<file path="config.mk">
export PLATFORM = sky130hd
export DESIGN_NAME = inm_encoder
export DESIGN_NICKNAME = d
export VERILOG_FILES = /design/src/rtl/inm_encoder.sv
export SDC_FILE = /design/constraint.sdc
export NUM_CORES = 1
export LEC_CHECK = 0
export CAP_MARGIN = 20
export CORE_MARGIN = 2
export CORE_UTILIZATION = 55
export DETAILED_ROUTE_END_ITERATION = 10
export PLACE_DENSITY = 0.88
export SYNTH_ARGS = -nofsm -noshare
export SYNTH_HDL_FRONTEND = slang
export SYNTH_SLANG_ARGS = --single-unit
</file>
<file path="constraint.sdc">
create_clock -name clk -period 3.3 [get_ports clk]
set_clock_uncertainty 0.15 [all_clocks]
set_input_delay 0.33 -clock clk [delete_from_list [all_inputs] [get_ports clk]]
set_output_delay 0.33 -clock clk [all_outputs]
set_load 0.01 [all_outputs]
</file>
<file path="src/rtl/inm_encoder.sv">
// Searches for an 8-bit immediate plus 4-bit even rotation that reproduces a 32-bit constant.
// Optional feature macro: INM_INVERT_EN adds a second pass over ~value (MVN form).
module inm_encoder (
  input  logic        clk,
  input  logic        rst_n,
  input  logic        start,
  input  logic [31:0] value,
  output logic        busy,
  output logic        done,
  output logic        valid,
  output logic [7:0]  inm,
  output logic [3:0]  rotate,
  output logic        inverted
);

  localparam int unsigned DATA_W = 32;
  localparam int unsigned IMM_W  = 8;
  localparam int unsigned ROT_W  = 4;
  localparam logic [ROT_W-1:0] ROT_LAST = ROT_W'(15);

  typedef enum logic [1:0] {
    IDLE     = 2'd0,
    SRCH     = 2'd1,
    SRCH_INV = 2'd2
  } state_e;

  state_e              state_q, state_d;
  logic [ROT_W-1:0]    r_q, r_d;
  logic [DATA_W-1:0]   val_q, val_d;
  logic                busy_q, busy_d;
  logic                done_q, done_d;
  logic                valid_q, valid_d;
  logic [IMM_W-1:0]    inm_q, inm_d;
  logic [ROT_W-1:0]    rot_q, rot_d;

  logic [DATA_W-1:0]   op_c;
  logic [DATA_W-1:0]   t_c;
  logic                hit_c;

  // Rotate left by 2*r using a doubled word so no zero-width shift corner exists.
  function automatic logic [DATA_W-1:0] rotl2(input logic [DATA_W-1:0] v,
                                               input logic [ROT_W-1:0]  r);
    logic [2*DATA_W-1:0] dbl;
    dbl = {v, v} << {r, 1'b0};
    return dbl[2*DATA_W-1:DATA_W];
  endfunction

`ifdef INM_INVERT_EN
  logic inv_q, inv_d;
  assign inverted = inv_q;
  always_comb op_c = (state_q == SRCH_INV) ? ~val_q : val_q;
`else
  assign inverted = 1'b0;
  always_comb op_c = val_q;
`endif

  always_comb begin
    t_c   = rotl2(op_c, r_q);
    hit_c = (t_c[DATA_W-1:IMM_W] == '0);
  end

  // Next-state and registered-output computation.
  always_comb begin
    state_d = state_q;
    r_d     = r_q;
    val_d   = val_q;
    busy_d  = busy_q;
    done_d  = 1'b0;
    valid_d = valid_q;
    inm_d   = inm_q;
    rot_d   = rot_q;
`ifdef INM_INVERT_EN
    inv_d   = inv_q;
`endif
    case (state_q)
      IDLE: begin
        if (start) begin
          val_d   = value;
          r_d     = '0;
          busy_d  = 1'b1;
          state_d = SRCH;
        end
      end
      SRCH: begin
        if (hit_c) begin
          state_d = IDLE;
          busy_d  = 1'b0;
          done_d  = 1'b1;
          valid_d = 1'b1;
          inm_d   = t_c[IMM_W-1:0];
          rot_d   = r_q;
`ifdef INM_INVERT_EN
          inv_d   = 1'b0;
`endif
        end else if (r_q == ROT_LAST) begin
`ifdef INM_INVERT_EN
          state_d = SRCH_INV;
          r_d     = '0;
`else
          state_d = IDLE;
          r_d     = '0;
          busy_d  = 1'b0;
          done_d  = 1'b1;
          valid_d = 1'b0;
          inm_d   = '0;
          rot_d   = '0;
`endif
        end else begin
          r_d = r_q + ROT_W'(1);
        end
      end
`ifdef INM_INVERT_EN
      SRCH_INV: begin
        if (hit_c) begin
          state_d = IDLE;
          busy_d  = 1'b0;
          done_d  = 1'b1;
          valid_d = 1'b1;
          inm_d   = t_c[IMM_W-1:0];
          rot_d   = r_q;
          inv_d   = 1'b1;
        end else if (r_q == ROT_LAST) begin
          state_d = IDLE;
          r_d     = '0;
          busy_d  = 1'b0;
          done_d  = 1'b1;
          valid_d = 1'b0;
          inm_d   = '0;
          rot_d   = '0;
          inv_d   = 1'b0;
        end else begin
          r_d = r_q + ROT_W'(1);
        end
      end
`endif
      default: begin
        state_d = IDLE;
        busy_d  = 1'b0;
      end
    endcase
  end

  // Synchronous active-low reset; reset also discards a coincident start.
  always_ff @(posedge clk) begin
    if (!rst_n) begin
      state_q <= IDLE;
      r_q     <= '0;
      val_q   <= '0;
      busy_q  <= 1'b0;
      done_q  <= 1'b0;
      valid_q <= 1'b0;
      inm_q   <= '0;
      rot_q   <= '0;
`ifdef INM_INVERT_EN
      inv_q   <= 1'b0;
`endif
    end else begin
      state_q <= state_d;
      r_q     <= r_d;
      val_q   <= val_d;
      busy_q  <= busy_d;
      done_q  <= done_d;
      valid_q <= valid_d;
      inm_q   <= inm_d;
      rot_q   <= rot_d;
`ifdef INM_INVERT_EN
      inv_q   <= inv_d;
`endif
    end
  end

  assign busy   = busy_q;
  assign done   = done_q;
  assign valid  = valid_q;
  assign inm    = inm_q;
  assign rotate = rot_q;

endmodule
</file>
# Word-level counts from Yosys, hierarchy flattened
# Cells that the tools add are included.
# word_totals
ff_bits,53
output_inout_bits,16
elab_cells,43
# op_classes
n_addsub,1
n_eq_ne,5
n_shift,1
n_mux,19
n_reduce_logical,9
# ops
op,n
$shl A64 B5 Y64,1
$logic_not A24 Y1,1
$mux W4,5
$mux W8,2
$pmux W4 S2,1
$reduce_and A2 Y1,4
$mux W1,6
$mux W2,3
$add A4 B1 Y4 const B,1
$eq A4 B4 Y1 const B,1
$ne A2 B2 Y1 const B,2
$pmux W2 S2,1
$reduce_bool A2 Y1,2
$ne A3 B3 Y1 const B,1
$reduce_and A3 Y1,1
$eq A2 B1 Y1 const B,1
$logic_not A2 Y1,1
$pmux W1 S2,1

# Logic depth before layout (Yosys ltp)
# depth
depth_word,4
depth_mapped,13
depth_no_buf,8

# Worst setup path after synthesis
# No wires, ideal clock.
# synth_timing
path_kind,register to register
from,register r_q[0]
to,register r_q[2]
setup_time_ns,0.095
t_arrival_ns,2.435
path_slack_ns,0.620
stages_incl_launch_ff,12
period_less_slack_ns,2.680
cell_sequence,dfxtp_1 buf_6 buf_6 buf_6 mux2_2 nor3b_1 o22ai_1 o21bai_1 nand4_1 a211oi_4 mux2_2 o311ai_1
# synth_between
elab_chain_cells,4
# synth_lines
item,line,text
"start, declared",28,"logic [ROT_W-1:0] r_q, r_d;"
"start signal, assigned",159,r_q <= r_d;
"$shl A64 B5 Y64, or another cell as far along",44,"dbl = {v, v} << {r, 1'b0};"
$logic_not A24 Y1 / $mux W4 (equally long branches),"59, 95",
$ne A2 B2 Y1 (no source line) / $mux W4 (equally long branches),--,
$reduce_and A3 Y1 (no source line) / $pmux W4 S2 (equally long branches),--,
# Parallel ways exist; a longest one is shown, timed or not. The select of a mux whose other input is x is not followed.
# A chain may end at the register's enable or synchronous reset.

# Worst setup path in the final report
# layout_timing
from,register r_q[1]
to,register r_q[2]
# The elaborated chain is that of the path after synthesis.

==> impl_metrics.tcl <==
set metrics [dict create \
    outcome "complete, no violations" \
    num_vias 3551 \
    wl_um 10360 \
    antenna_found_initial 0 \
    synth_fp_nets 475 \
    synth_area_leader_cell "dfxtp_1" \
    synth_top_family_by_area "multiplexers" \
    setup_tns_ns 0 \
    synth_ff_type "dfxtp_1" \
    irDropWorstVdd_mv 0.2257 \
    htreeDepth 2 \
    die_area_um2 7399 \
    setup_ws_ns 0.1315 \
    antennaDiodeCount 0 \
    via_per_inst 6.433 \
    numCtsBuffers 5 \
    grt_pass1_vias 3522 \
    power_leakage_nw 1.594 \
    fin_crit_sh_pct 96.01 \
    crit_arrival_ns 3.24 \
    port_buffers 49 \
    final_nets 510 \
    synth_compound_area_share_pct 18.19 \
    chipWidth_um 86.02 \
    yosysWarnings 0 \
    drc 0 \
    tightest_slew_ns 0.6742 \
    io_pins 51 \
    maxCapViolCount 0 \
    track_usage_pct 29.32 \
    grt_pass1_wl_um 17310 \
    synth_edf_count 0 \
    synth_area_leaders "dfxtp_1 28%, mux2i_1 13%, mux4_2 10%" \
    synth_xor_area_share_pct 0.2367 \
    clk_pin_slew_ns 0.10 \
    antenna_left 0 \
    crit_path_max_incr_delay_ns 0.63 \
    critPathRequiredTime_ns 3.37 \
    root_buffer "clkbuf_8" \
    drive_gt1_share_pct 13.89 \
    synth_area_um2 3700 \
    maxSlewViolCount 0 \
    drtIter0Drc 220 \
    timing.rr.start "r_q[1]$_SDFFE_PN0P_" \
    synth-simple-area-share_pct 20.26 \
    ys_seq_elements 51 \
    post-route-min-period_ns 3.168 \
    insertion_delay_ns 0.31 \
    ys_seq_area_share_pct 27.60 \
    grt_max_degree 46 \
    dp_hpwl_um 7712 \
    syn_avg_cell_area_um2 8.428 \
    cp_slowest_cell "dfxtp_2" \
    initial_core_util_pct 57.61 \
    timing.hold.ws_ns 0.3196 \
    cp-end-kind "flip-flop" \
    design_area_um2 4353 \
    place.gp.congestion 1.023 \
    cp_top_family "compound AO/OA/AOI/OAI gates" \
    overflow 0 \
    crit_chain "buf_4 > xor2_1 > a221o_1 > nor4_1 > a311o_1 > nand4_1 > a211oi_4 > mux2_2 > o311ai_1" \
    fp-row-count 29 \
    wl_per_cell_um 18.76 \
    yosysTopAreaCellShare_pct 27.60 \
    holdBufCountCts 0 \
    rsz0062_at_grt "no" \
    synth_cells 439 \
    startpoint "r_q[1]$_SDFFE_PN0P_" \
    cts_setup_buffers 0 \
    synthMuxAreaShare_pct 26.68 \
    hp-start "valid$_SDFFE_PN0P_" \
    drtPass1Iterations 5 \
    place_ws_ns 0.1962 \
    cts_num_sinks 51 \
    coreArea_um2 6422 \
    synthDistinctLibCells 54 \
    fmax_ghz 0.3156 \
    hold_viol_final 0 \
    synthArstFlopShare_pct 0 \
    synth.cells.most_frequent "94 x nand2_1, 51 x dfxtp_1, 48 x mux2i_1" \
    maxSlewHeadroom_pct 55.05 \
    post_dp_cell_area_um2 4235 \
    die_h_um 86.02 \
    p_total_mw 1.575 \
    yosys.area_share.adder_pct 0.3382 \
    setup_viol 0 \
    cts_tree "yes" \
    worstSetupPathType "reg -> reg" \
    yosysMostFrequentCell "nand2_1" \
    power_density_nw_per_um2 361.7 \
    start_kind "flip-flop" \
    clockBufferDepth 2 \
    min_path_type "reg -> reg" \
    synthToLayoutAreaGrowth_pct 17.65 \
    worstPathMaxFanout 18 \
    path_buf_inv 1 \
    post_cts_resized 0 \
]
layout make-up:
type | count | area [µm²]
Clock buffer | 6 | 82.58
Clock inverter | 2 | 35.03
Fill cell | 533 | 2069
Inverter | 4 | 15.01
Multi-Input combinational cell | 341 | 2437
Sequential cell | 51 | 1023
Tap cell | 77 | 96.34
Timing Repair Buffer | 71 | 663.1
where the power goes:
part	switching [mW]	leakage, nW	internal, mW	total, mW
logic	0.207	1.12	0.206	0.413
clock network	0.212	0.0612	0.246	0.458
registers	0.0599	0.417	0.644	0.704
state kept, by name, summed over array words and instances, names as in the netlist:
name    flops
valid       1
rotate      4
done        1
busy        1
inm         8
r_q         4
op_c       32
final timing paths:
| kind | end | slack, ns | cells after the start |
|---|---|---|---|
| max | r_q[2]$_SDFFE_PN0P_ | 0.13 | 9 |
| min | valid$_SDFFE_PN0P_ | 0.32 | 2 |
| max reg2reg | r_q[2]$_SDFFE_PN0P_ | 0.13 | 9 |
| min reg2reg | valid$_SDFFE_PN0P_ | 0.32 | 2 |
worst min-delay path, cell delays in order, from the launching register on:
cell and delay [ns]:
dfxtp_1 0.32, nand2_1 0.06, a21boi_1 0.05
layer usage:
| layer | share of wire, % | vias to the layer above | global-route usage, % |
|---|---|---|---|
| met4 | 1.7 | 0 | 7.071 |
| met2 | 51 | 128 | 51.87 |
| met1 | 42 | 1746 | 37.31 |
| met3 | 5.3 | 21 | 4.620 |
| li1 | - | 1656 | - |
| met5 | 0 | - | 0 |
per-stage QoR:
step	instances	util [%]
6_report	552	67.78
5_1_grt	552	67.78
4_1_cts	552	67.78
3_5_place_dp	544	65.95
3_3_place_gp	544	65.95
2_1_floorplan	439	-
kinds of logic after synthesis:
family	after synthesis
AND/OR/NAND/NOR	169
AO/OA/AOI/OAI	93
multiplexers	76
flip-flops	51
buffers and inverters	47
adder cells (fa/ha/maj)	1
other	1
XOR/XNOR	1
layout by cell type, fill, tap and decap left out, drive strengths merged, types with 11 or more instances in the layout:
cell,netlist,final
a21boi,34,34
a21oi,13,13
buf,18,23
clkdlybuf4s50,0,48
dfxtp,51,51
mux2,11,11
mux2i,48,48
mux4,17,17
nand2,95,95
nand3,20,20
nor2,18,18
nor3,12,12
o21ai,13,13
Note: power is estimated with default switching activity, not from simulation.
